## src/rtl/dispatch_q_pkg.sv

```systemverilog
// Shared types for the dispatch queue: predecoded operand fields, queue entry
// layout, RISC-V major opcodes and the pairwise issue-hazard helper.
package dispatch_q_pkg;

    localparam int ILEN = 32;

    typedef struct packed {
        logic       rs1_en;
        logic       rs2_en;
        logic       rd_en;
        logic       lsu;
        logic [4:0] rs1;
        logic [4:0] rs2;
        logic [4:0] rd;
    } predec_t;

    typedef struct packed {
        logic [ILEN-1:0] inst;
        logic [31:0]     pc;
        predec_t         pd;
    } dispq_entry_t;

    localparam logic [6:0] OPC_LUI    = 7'b0110111;
    localparam logic [6:0] OPC_AUIPC  = 7'b0010111;
    localparam logic [6:0] OPC_JAL    = 7'b1101111;
    localparam logic [6:0] OPC_JALR   = 7'b1100111;
    localparam logic [6:0] OPC_BRANCH = 7'b1100011;
    localparam logic [6:0] OPC_LOAD   = 7'b0000011;
    localparam logic [6:0] OPC_STORE  = 7'b0100011;
    localparam logic [6:0] OPC_IMM    = 7'b0010011;
    localparam logic [6:0] OPC_REG    = 7'b0110011;

    // An older instruction blocks a younger one in the same issue group when it
    // writes a register the younger reads (x0 excluded), or both touch memory.
    function automatic logic pd_hazard(input predec_t older, input predec_t younger);
        logic wr_s;
        logic raw_s;
        wr_s  = older.rd_en && (older.rd != 5'd0);
        raw_s = (younger.rs1_en && (younger.rs1 == older.rd)) ||
                (younger.rs2_en && (younger.rs2 == older.rd));
        return (wr_s && raw_s) || (older.lsu && younger.lsu);
    endfunction

endpackage

```

## src/rtl/dispatch_q_if.sv

```systemverilog
// Fetch-side and issue-side handshake bundle of the dispatch queue.
// master = IFU / execute side, slave = the queue itself.
interface dispatch_q_if #(
    parameter int FETCH_W = 2,
    parameter int ISSUE_W = 2,
    parameter int DEPTH   = 8
);
    import dispatch_q_pkg::*;

    logic                          flush;
    logic                          stall;
    logic [FETCH_W-1:0]            fe_valid;
    logic [FETCH_W-1:0][ILEN-1:0]  fe_inst;
    logic [31:0]                   fe_addr;
    logic                          fe_ready;
    logic [ISSUE_W-1:0][ILEN-1:0]  iss_inst;
    logic [ISSUE_W-1:0][31:0]      iss_pc;
    predec_t [ISSUE_W-1:0]         iss_pd;
    logic [ISSUE_W-1:0]            iss_ops_ready;
    logic [ISSUE_W-1:0]            iss_valid;
    logic [$clog2(DEPTH):0]        occupancy;

    modport master (
        output flush, stall, fe_valid, fe_inst, fe_addr, iss_ops_ready,
        input  fe_ready, iss_inst, iss_pc, iss_pd, iss_valid, occupancy
    );

    modport slave (
        input  flush, stall, fe_valid, fe_inst, fe_addr, iss_ops_ready,
        output fe_ready, iss_inst, iss_pc, iss_pd, iss_valid, occupancy
    );

endinterface

```

## src/rtl/dispatch_q_inst_predec.sv

```systemverilog
// Combinational RV32 predecoder: extracts register addresses, their use
// enables and the load/store flag from one instruction word.
module inst_predec
    import dispatch_q_pkg::*;
(
    input  logic [ILEN-1:0] inst,
    output predec_t         pd
);

    logic [6:0] opc_s;
    logic       unused_s;

    assign opc_s    = inst[6:0];
    assign unused_s = ^{inst[31:25], inst[14:12]};

    // Field extraction is unconditional; only the enables depend on opcode.
    always_comb begin
        pd     = '0;
        pd.rs1 = inst[19:15];
        pd.rs2 = inst[24:20];
        pd.rd  = inst[11:7];
        case (opc_s)
            OPC_LUI, OPC_AUIPC, OPC_JAL: begin
                pd.rd_en = 1'b1;
            end
            OPC_JALR, OPC_IMM: begin
                pd.rd_en  = 1'b1;
                pd.rs1_en = 1'b1;
            end
            OPC_BRANCH: begin
                pd.rs1_en = 1'b1;
                pd.rs2_en = 1'b1;
            end
            OPC_LOAD: begin
                pd.rd_en  = 1'b1;
                pd.rs1_en = 1'b1;
                pd.lsu    = 1'b1;
            end
            OPC_STORE: begin
                pd.rs1_en = 1'b1;
                pd.rs2_en = 1'b1;
                pd.lsu    = 1'b1;
            end
            OPC_REG: begin
                pd.rd_en  = 1'b1;
                pd.rs1_en = 1'b1;
                pd.rs2_en = 1'b1;
            end
            default: begin
                pd.rd_en = 1'b0;
            end
        endcase
    end

endmodule

```

## src/rtl/dispatch_q.sv

```systemverilog
// In-order dispatch queue: predecodes FETCH_W-wide packets at enqueue and
// issues up to ISSUE_W hazard-free head entries per cycle.
// Optional macro DISPQ_SINGLE_ISSUE_EN restricts issue to slot 0 only.
module dispatch_q
    import dispatch_q_pkg::*;
#(
    parameter int FETCH_W = 2,
    parameter int ISSUE_W = 2,
    parameter int DEPTH   = 8
) (
    input  logic        clk,
    input  logic        rst,
    dispatch_q_if.slave bus
);

    localparam int PTR_W = $clog2(DEPTH);
    localparam int CNT_W = PTR_W + 1;
    localparam logic [CNT_W-1:0] READY_MAX = CNT_W'(DEPTH - FETCH_W);

    dispq_entry_t                  mem_r [DEPTH];
    logic [PTR_W-1:0]              head_r;
    logic [PTR_W-1:0]              tail_r;
    logic [CNT_W-1:0]              count_r;

    predec_t                       fe_pd_s  [FETCH_W];
    logic [FETCH_W-1:0][PTR_W-1:0] wr_off_s;
    logic [CNT_W-1:0]              enq_n_s;
    logic [CNT_W-1:0]              deq_n_s;
    logic                          enq_s;
    logic                          fe_ready_s;
    logic                          iss_ok_s;

    dispq_entry_t                  head_s [ISSUE_W];
    logic [ISSUE_W-1:0]            hv_s;
    logic [ISSUE_W-1:0]            conf_s;
    logic [ISSUE_W-1:0]            iv_s;

    for (genvar i = 0; i < FETCH_W; i++) begin : g_pd
        inst_predec u_predec (
            .inst (bus.fe_inst[i]),
            .pd   (fe_pd_s[i])
        );
    end

    // Dequeue in the same cycle is deliberately not credited here.
    assign fe_ready_s = (count_r <= READY_MAX);
    assign enq_s      = fe_ready_s && (|bus.fe_valid) && !bus.flush;

    // Compaction: each valid slot lands at tail + (number of valid slots before it).
    always_comb begin
        enq_n_s  = '0;
        wr_off_s = '0;
        for (int i = 0; i < FETCH_W; i++) begin
            wr_off_s[i] = enq_n_s[PTR_W-1:0];
            enq_n_s     = enq_n_s + CNT_W'(bus.fe_valid[i]);
        end
    end

    // Entry payload storage; intentionally not reset.
    always_ff @(posedge clk) begin
        for (int i = 0; i < FETCH_W; i++) begin
            if (enq_s && bus.fe_valid[i]) begin
                mem_r[tail_r + wr_off_s[i]] <= '{inst: bus.fe_inst[i],
                                                 pc:   bus.fe_addr + 32'(4 * i),
                                                 pd:   fe_pd_s[i]};
            end
        end
    end

    // Head window: slot k views entry head+k, valid while k < count.
    always_comb begin
        for (int k = 0; k < ISSUE_W; k++) begin
            head_s[k] = mem_r[head_r + PTR_W'(k)];
            hv_s[k]   = (CNT_W'(k) < count_r);
        end
    end

    for (genvar k = 0; k < ISSUE_W; k++) begin : g_haz
        logic [ISSUE_W-1:0] pair_s;
        for (genvar j = 0; j < ISSUE_W; j++) begin : g_pair
            if (j < k) begin : g_chk
                assign pair_s[j] = pd_hazard(head_s[j].pd, head_s[k].pd);
            end else begin : g_none
                assign pair_s[j] = 1'b0;
            end
        end
        assign conf_s[k] = |pair_s;
    end

    // Issue prefix: a slot goes only if every older slot in the group went.
    always_comb begin
        iss_ok_s = !bus.stall && !bus.flush;
        deq_n_s  = '0;
        iv_s     = '0;
        for (int k = 0; k < ISSUE_W; k++) begin
            iss_ok_s = iss_ok_s && hv_s[k] && bus.iss_ops_ready[k] && !conf_s[k];
`ifdef DISPQ_SINGLE_ISSUE_EN
            iv_s[k]  = iss_ok_s && (k == 0);
`else
            iv_s[k]  = iss_ok_s;
`endif
            deq_n_s  = deq_n_s + CNT_W'(iv_s[k]);
        end
    end

    // Pointer and count update; flush discards everything including the offered packet.
    always_ff @(posedge clk) begin
        if (rst) begin
            head_r  <= '0;
            tail_r  <= '0;
            count_r <= '0;
        end else if (bus.flush) begin
            head_r  <= tail_r;
            count_r <= '0;
        end else begin
            head_r  <= head_r + deq_n_s[PTR_W-1:0];
            if (enq_s) begin
                tail_r <= tail_r + enq_n_s[PTR_W-1:0];
            end
            count_r <= count_r + (enq_s ? enq_n_s : '0) - deq_n_s;
        end
    end

    // Issue-side outputs are plain muxes over stored entries.
    always_comb begin
        for (int k = 0; k < ISSUE_W; k++) begin
            bus.iss_inst[k] = head_s[k].inst;
            bus.iss_pc[k]   = head_s[k].pc;
            bus.iss_pd[k]   = head_s[k].pd;
        end
    end

    assign bus.iss_valid = iv_s;
    assign bus.fe_ready  = fe_ready_s;
    assign bus.occupancy = count_r;

endmodule

```

## src/flat_wrapper.sv

```systemverilog
// flat-port wrapper written by rule: the top's interface ports become plain ports
module dispatch_q_flat import dispatch_q_pkg::*;
#(
    parameter int FETCH_W = 2,
    parameter int ISSUE_W = 2,
    parameter int DEPTH   = 8
)
  (clk, rst, bus_flush, bus_stall, bus_fe_valid, bus_fe_inst, bus_fe_addr, bus_iss_ops_ready, bus_fe_ready, bus_iss_inst, bus_iss_pc, bus_iss_pd, bus_iss_valid, bus_occupancy);
  dispatch_q_if #(.FETCH_W(FETCH_W), .ISSUE_W(ISSUE_W), .DEPTH(DEPTH)) bus_i ();
  input  logic clk;
  input  logic rst;
  input wire logic [$bits(bus_i.flush)-1:0] bus_flush;
  input wire logic [$bits(bus_i.stall)-1:0] bus_stall;
  input wire logic [$bits(bus_i.fe_valid)-1:0] bus_fe_valid;
  input wire logic [$bits(bus_i.fe_inst)-1:0] bus_fe_inst;
  input wire logic [$bits(bus_i.fe_addr)-1:0] bus_fe_addr;
  input wire logic [$bits(bus_i.iss_ops_ready)-1:0] bus_iss_ops_ready;
  output wire logic [$bits(bus_i.fe_ready)-1:0] bus_fe_ready;
  output wire logic [$bits(bus_i.iss_inst)-1:0] bus_iss_inst;
  output wire logic [$bits(bus_i.iss_pc)-1:0] bus_iss_pc;
  output wire logic [$bits(bus_i.iss_pd)-1:0] bus_iss_pd;
  output wire logic [$bits(bus_i.iss_valid)-1:0] bus_iss_valid;
  output wire logic [$bits(bus_i.occupancy)-1:0] bus_occupancy;
  assign bus_i.flush = bus_flush;
  assign bus_i.stall = bus_stall;
  assign bus_i.fe_valid = bus_fe_valid;
  assign bus_i.fe_inst = bus_fe_inst;
  assign bus_i.fe_addr = bus_fe_addr;
  assign bus_i.iss_ops_ready = bus_iss_ops_ready;
  assign bus_fe_ready = bus_i.fe_ready;
  assign bus_iss_inst = bus_i.iss_inst;
  assign bus_iss_pc = bus_i.iss_pc;
  assign bus_iss_pd = bus_i.iss_pd;
  assign bus_iss_valid = bus_i.iss_valid;
  assign bus_occupancy = bus_i.occupancy;
  dispatch_q #(.FETCH_W(FETCH_W), .ISSUE_W(ISSUE_W), .DEPTH(DEPTH)) u_core (.clk(clk), .rst(rst), .bus(bus_i));
endmodule
```

## config.mk

```make
export PLATFORM = sky130hd
export DESIGN_NAME = dispatch_q_flat
export DESIGN_NICKNAME = d
export VERILOG_FILES = /design/src/rtl/dispatch_q_pkg.sv /design/src/rtl/dispatch_q_if.sv /design/src/rtl/dispatch_q_inst_predec.sv /design/src/rtl/dispatch_q.sv /design/src/flat_wrapper.sv
export SDC_FILE = /design/constraint.sdc
export NUM_CORES = 1
export LEC_CHECK = 0
export BUFFER_PORTS_ARGS = -buffer_cell sky130_fd_sc_hd__buf_2
export CAP_MARGIN = 15
export CORE_ASPECT_RATIO = 0.8
export CORE_MARGIN = 10
export CORE_UTILIZATION = 55
export CTS_CLUSTER_DIAMETER = 150
export DETAILED_ROUTE_END_ITERATION = 12
export PLACE_DENSITY = 0.74
export SLEW_MARGIN = 15
export SYNTH_ARGS = -nofsm -noshare
export SYNTH_HDL_FRONTEND = slang
export SYNTH_SLANG_ARGS = --single-unit
```

## constraint.sdc

```tcl
create_clock -name clk -period 13.82 [get_ports clk]
set_clock_uncertainty 0.2 [all_clocks]
set_input_delay 0.691 -clock clk [delete_from_list [all_inputs] [get_ports clk]]
set_output_delay 0.691 -clock clk [all_outputs]
set_load 0.02 [all_outputs]
```

==> reports/qor.yml, run 1 <==
p_seq_share_pct: 45.7
numPortBuffers: 276
slowest_stage: "buf_4"
p_leak_nw: 13.2
synth_cell_types: 51
clk_path_buf_depth: 3
syn-cell-area_um2: 33200
first_global_vias: 23800
root_buffer: "clkbuf_16"
die_h_um: 240
hpwl_mm: 59.5
cts_sinks: 554
grt_pass1_wl_mm: 149
core_um2: 59700
antenna_found_initial: 14
ys_seq_area_share_pct: 49.8
clkTransAtPathRegs_ns: 0.06
antenna_left: 0
place_area_um2: 34800
io_pins: 277
drive_above_1_share_pct: 28.1
die_w_um: 295
routed-wl-met3_mm: 11.8
tightest_slew_ns: 1.14
maxCapViolations: 0
design_area_um2: 36500
synthCells: 2786
hold_class: "in2reg"
routed_wl_mm: 101
crit_path_start_kind: "flip-flop"
drt-initial-drc-count: 3203
initial_utilization_pct: 55.7
post-route-period-util_pct: 48.1
die-area_um2: 70700
ys_ff_latch: 554
cts_resized: 0
cts_hold_buf: 0
power_switching_mw: 1.19
m1WireLength_mm: 35.7
synth_area_leaders: "edfxtp_1 49%, mux4_2 18%, nand2_1 10%"
grt_max_degree: 72
arrival_ns: 6.98
rsz0062_at_grt: "false"
p_clk_share_pct: 34.8
drc: 0
synth_top_cell_by_area: "edfxtp_1"
drt_pass1_iterations: 6
setup_tns_ns: 0
cp-end-kind: "flip-flop"
p_int_mw: 3.06
yosysMostFrequentCell: "nand2_1"
fillers: 4537
viasPerCell: 6.40
status: "completed"
nets: 2989
top_layer: "met5"
synthArstFlopShare_pct: 0
synth_edf_count: 544
clk_latency_ns: 0.64
cts_setup_buffers: 0
cpLargestDelayFamily: "buffers and inverters"
multi_input_area_um2: 15400
setup_viol: 0
worst-path-max-fanout: 58
pre_cts_slack_ns: 7.24
yosys_warnings: 0
syn_area_per_cell_um2: 11.9
routabilityCongestion: 0.837
avgRoutedWirePerCell_um: 27.4
hold_viol_final: 0
vias: 23700
crit_path_max_incr_delay_ns: 0.84
synth_ff_type: "edfxtp_1"
crit_type: "reg2reg"
power.density_nw_per_um2: 117
period_needed_ns: 6.64
maxSlewViolCount: 0
cp.required_ns: 14.15
cpMostUsedCell: "a21oi_1"
cts_tree: "yes"
grt-ovfl-total: 0
worst_slack_ns: 7.18
ir_drop_mv: 0.0954
met2_length_mm: 49.4
core.rowCount: 80
total_power_mw: 4.26
area_growth_pct: 9.97
h-tree-depth: 2
synth.cells.most_frequent: "898 x nand2_1, 544 x edfxtp_1, 260 x mux4_2"
crit_chain: "ha_4 -> buf_4 -> buf_4 -> mux4_2 -> mux2_2 -> a21oi_1 -> o41ai_2 -> a21oi_1 -> ha_1 -> fa_1 -> inv_1 -> ha_1 -> a21o_1 -> a21oi_1 -> xnor2_1 -> nor3_1"
numCtsBuffers: 56
synth_nets: 2909
regArea_um2: 16500
critical_path_buf_inv_count: 3
slew-limit-headroom_pct: 23.1
yosysTopAreaCellShare_pct: 49.2
p_sw_share_pct: 28.0
fmax_ghz: 0.151
combPwrFrac_pct: 19.5
hold_ws_ns: 0.143
groute.usage.overall_pct: 28.1
==> state kept, by name (all words and copies together), names as in the netlist <==
register              flops
u_core.mem_r            544
u_core.bus.occupancy      4
u_core.head_r             3
u_core.tail_r             3
==> cell usage in the layout, fill, tap and decap left out, drive strengths merged <==
cell type and instances:
or3 5, or4b 1, nor3b 4, and4 3, nor2 177, nand3b 3, and2 3, a311oi 1
dfxtp 10, diode 10, and3 6, a31oi 1, mux2i 44, nand2b 1, xor2 147, bufinv 4
nor2b 3, ha 15, clkbuf 73, nand3 20, nor3 11, nand2 898, a21oi 7, o21a 1
or2 4, o41ai 1, a21o 2, mux4 267, inv 28, nor4 3, a211oi 1, and4b 1
o21ai 27, fa 4, buf 325, clkinv 23, nand4 15, xnor2 101, edfxtp 544, mux2 126
==> logic make-up after synthesis <==
kind of cell               Yosys count  synth area share (%)
and+or+nand+nor                   1158                  13.8
xor gates and xnor gates           248                  6.54
buffers and inverters              329                  4.51
DFF                                554                  49.8
muxes                              437                  23.8
adders and majority gates           19                 0.806
AOI/OAI and AO/OA                   41                 0.697
==> area by class of cell <==
type | count | share of cell area (%)
Clock inverter | 29 | 0.637
Timing Repair Buffer | 325 | 4.80
Multi-Input combinational cell | 1903 | 42.2
Tap cell | 779 | 2.67
Antenna cell | 10 | 0.0685
Sequential cell | 554 | 45.3
Clock buffer | 73 | 4.07
Inverter | 26 | 0.267
==> path summary, 6_finish.rpt <==
kind,slack (ns),to,start,depth (start not counted)
setup / recovery,7.18,u_core.bus.occupancy[3],u_core.head_r[1],16
hold / removal,0.14,u_core.mem_r[4][20],bus_fe_addr[1],1
setup reg to reg,7.18,u_core.bus.occupancy[3],u_core.head_r[1],16
hold reg to reg,0.39,u_core.tail_r[1],u_core.tail_r[1],2
==> power groups by stage <==
stage / sequential, mW / clock, mW / combinational [mW]
detailed placement: 1.98 / 0 / 0.826
global placement: 1.97 / 0 / 0.810
CTS: 1.94 / 1.49 / 0.830
floorplan: 1.97 / 0 / 0.588
global route: 1.95 / 1.54 / 0.880
finish: 1.95 / 1.48 / 0.828
==> worst register-to-register path, stage by stage (launching register included) <==
cell	delay (ns)
dfxtp_4	0.74
ha_4	0.53
buf_4	0.86
buf_4	0.92
mux4_2	0.65
mux2_2	0.29
a21oi_1	0.31
o41ai_2	0.13
a21oi_1	0.28
ha_1	0.27
fa_1	0.47
inv_1	0.08
ha_1	0.22
a21o_1	0.18
a21oi_1	0.17
xnor2_1	0.08
nor3_1	0.18
==> layer usage <==
metal	up-vias	global-route usage, %
met5	-	0
met2	1658	46.3
met1	11700	35.5
met4	12	12.7
met3	299	5.96
li1	9978	-
==> stage by stage <==
step / cells / utilization (%)
final: 3699 / 61.2
after global routing: 3696 / 61.2
after CTS: 3689 / 61.2
after detailed placement: 3587 / 58.3
after global placement: 3587 / 58.3
after floorplan: 2786 / -
No activity file was read; power rests on OpenSTA's default activity.
==> run 2, diff against run 1 <==
- clock period: 13.82 -> 6.79 ns (I/O delays scaled with it)
==> reports/qor.yml, run 2 (same netlist as run 1, synthesis figures left out) <==
status: "completed"  # unchanged
crit_path_max_incr_delay_ns: 0.75  # was 0.84 ns
cpMostUsedCell: "ha_1"  # was a21oi_1
clk_path_buf_depth: 3  # unchanged
fmax_ghz: 0.172  # was 0.151 GHz
ir_drop_mv: 0.190  # was 0.0954 mV
root_buffer: "clkbuf_16"  # unchanged
critical_path_buf_inv_count: 4  # was 3
whs_path_depth: 3  # was 1
cts_sinks: 554  # unchanged
groute.usage.overall_pct: 28.5  # was 28.1%
grt_pass1_wl_mm: 151  # was 149 mm
mostFrequentLayoutCells: "894 x nand2_1, 544 x edfxtp_1, 276 x buf_2"  # unchanged
fin_cells: 3812  # was 3699
slowest_stage: "dfxtp_4"  # was buf_4
drt-initial-drc-count: 3256  # was 3203
die-area_um2: 70700  # unchanged
die_h_um: 240  # unchanged
hold_end: "u_core.mem_r[5][57]"  # was u_core.mem_r[4][20]
p_leak_nw: 13.8  # was 13.2 nW
hold_start: "bus_fe_inst[6]"  # was bus_fe_addr[1]
routabilityCongestion: 0.868  # was 0.837
drt_pass1_iterations: 7  # was 6
layout_commonest_cell: "nand2_1"  # unchanged
nets: 3111  # was 2989
maxSlewViolCount: 0  # unchanged
routed-wl-met3_mm: 12.3  # was 11.8 mm
clkTransAtPathRegs_ns: 0.07  # was 0.06 ns
avgRoutedWirePerCell_um: 26.8  # was 27.4 um
crit_chain: "ha_4 -> xor2_4 -> buf_4 -> mux2i_1 -> mux4_2 -> xnor2_1 -> nor4_1 -> a21oi_1 -> ha_1 -> ha_1 -> inv_1 -> ha_1 -> inv_1 -> fa_1 -> nor3_1 -> dlygate4sd3_1"  # was ha_4 -> buf_4 -> buf_4 -> mux4_2 -> mux2_2 -> a21oi_1 -> o41ai_2 -> a21oi_1 -> ha_1 -> fa_1 -> inv_1 -> ha_1 -> a21o_1 -> a21oi_1 -> xnor2_1 -> nor3_1
drc: 0  # unchanged
reg2reg_depth: 16  # unchanged
period_needed_ns: 5.81  # was 6.64 ns
worst-path-max-fanout: 29  # was 58
numPortBuffers: 276  # unchanged
core_um2: 59700  # unchanged
numCtsBuffers: 57  # was 56
area_growth_pct: 14.1  # was 9.97%
post-route-period-util_pct: 85.6  # was 48.1%
first_global_vias: 24300  # was 23800
setup_viol: 0  # unchanged
r2r_start: "u_core.head_r[1]"  # unchanged
m1WireLength_mm: 36.0  # was 35.7 mm
clk_latency_ns: 0.63  # was 0.64 ns
die_w_um: 295  # unchanged
r2r_end: "u_core.bus.occupancy[1]"  # was u_core.bus.occupancy[3]
hold_viol_final: 0  # unchanged
grt-ovfl-total: 0  # unchanged
h-tree-depth: 2  # unchanged
vias: 24300  # was 23700
io_pins: 277  # unchanged
hold_class: "in2reg"  # unchanged
cp.required_ns: 7.11  # was 14.15 ns
grt_max_degree: 120  # was 72
met2_length_mm: 49.6  # was 49.4 mm
largest_reg_flops: 544  # unchanged
cpLargestDelayFamily: "adder cells"  # was buffers and inverters
top_layer: "met5"  # unchanged
initial_utilization_pct: 55.7  # unchanged
crit_path_start_kind: "flip-flop"  # unchanged
power.density_nw_per_um2: 235  # was 117 nW/um^2
tightest_slew_ns: 1.17  # was 1.14 ns
maxCapViolations: 0  # unchanged
placed_cells: 3586  # was 3587
rsz0062_at_grt: "false"  # unchanged
r2r_setup_slack_ns: 0.98  # was 7.18 ns
drive_above_1_share_pct: 27.3  # was 28.1%
cts_hold_buf: 122  # was 0
viasPerCell: 6.37  # was 6.40
routed_wl_mm: 102  # was 101 mm
arrival_ns: 6.13  # was 6.98 ns
cts_setup_buffers: 0  # unchanged
antenna_left: 0  # unchanged
crit_type: "reg2reg"  # unchanged
core.rowCount: 80  # unchanged
antenna_found_initial: 8  # was 14
slew-limit-headroom_pct: 21.7  # was 23.1%
cts_tree: "yes"  # unchanged
setup_tns_ns: 0  # unchanged
cts_resized: 0  # unchanged
hpwl_mm: 58.9  # was 59.5 mm
cp-end-kind: "flip-flop"  # unchanged
run 2: changes by cell type in the layout (fill, tap and decap cells not counted):
cell	delta
buf_12	+6
buf_4	-6
buf_6	-1
bufinv_16	+4
clkbuf_1	-9
clkinv_1	-2
clkinv_2	+7
diode_2	-6
dlygate4sd3_1	+122
inv_6	-2
run 2: layer usage:
layer,track usage [%],vias to the layer above
met5,0,-
met4,12.5,6
met3,6.02,312
met2,46.9,1779
met1,36.0,12000
li1,-,10200
run 2: worst reg2reg max path: stages, from the launching register on:
cell and delay, ns:
dfxtp_4 0.75, ha_4 0.26, xor2_4 0.67, buf_4 0.47, mux2i_1 0.14, mux4_2 0.52, xnor2_1 0.17, nor4_1 0.28
a21oi_1 0.21, ha_1 0.34, ha_1 0.28, inv_1 0.06, ha_1 0.17, inv_1 0.07, fa_1 0.53, nor3_1 0.04
dlygate4sd3_1 0.55
run 2: worst max-delay path by stage:
stage / cells after the start / from / end / slack [ns]
5_1_grt: 16 / u_core.head_r[1] / u_core.bus.occupancy[1] / 0.74
4_1_cts: 16 / u_core.head_r[1] / u_core.bus.occupancy[1] / 1.06
3_3_place_gp: 16 / u_core.head_r[1] / u_core.bus.occupancy[3] / 1.51
6_report: 16 / u_core.head_r[1] / u_core.bus.occupancy[1] / 0.98
2_1_floorplan: 6 / u_core.bus.occupancy[3] / u_core.mem_r[5][15] / -0.19
3_5_place_dp: 16 / u_core.head_r[1] / u_core.bus.occupancy[3] / 1.49
run 2: stage by stage:
step / utilization, % / hold WS, ns / setup slack, ns / power [mW] / area, um^2
after floorplan: - / 0.238 / -0.187 / 5.22 / 33200
after global placement: 58.4 / 0.356 / 1.51 / 5.67 / 34800
after detailed placement: 58.4 / 0.371 / 1.49 / 5.71 / 34800
after global routing: 63.5 / 0.0315 / 0.736 / 9.13 / 37900
after CTS: 63.5 / 0.000144 / 1.06 / 8.88 / 37900
final: 63.5 / 0.0216 / 0.976 / 8.89 / 37900
run 2: area by class of cell:
class	instances	area, um^2
Multi-Input combinational cell	1903	15400
Timing Repair Buffer	446	3040
Antenna cell	4	10.0
Fill cell	4372	21800
Clock inverter	36	363
Tap cell	779	975
Sequential cell	554	16500
Clock buffer	64	1450
Inverter	26	97.6
run 2: report_power, final:
part,internal (mW),total [mW],switching [mW]
sequential,3.90,3.96,0.0659
combinational,0.714,1.76,1.05
clock,1.82,3.17,1.35
total,6.43,8.89,2.46
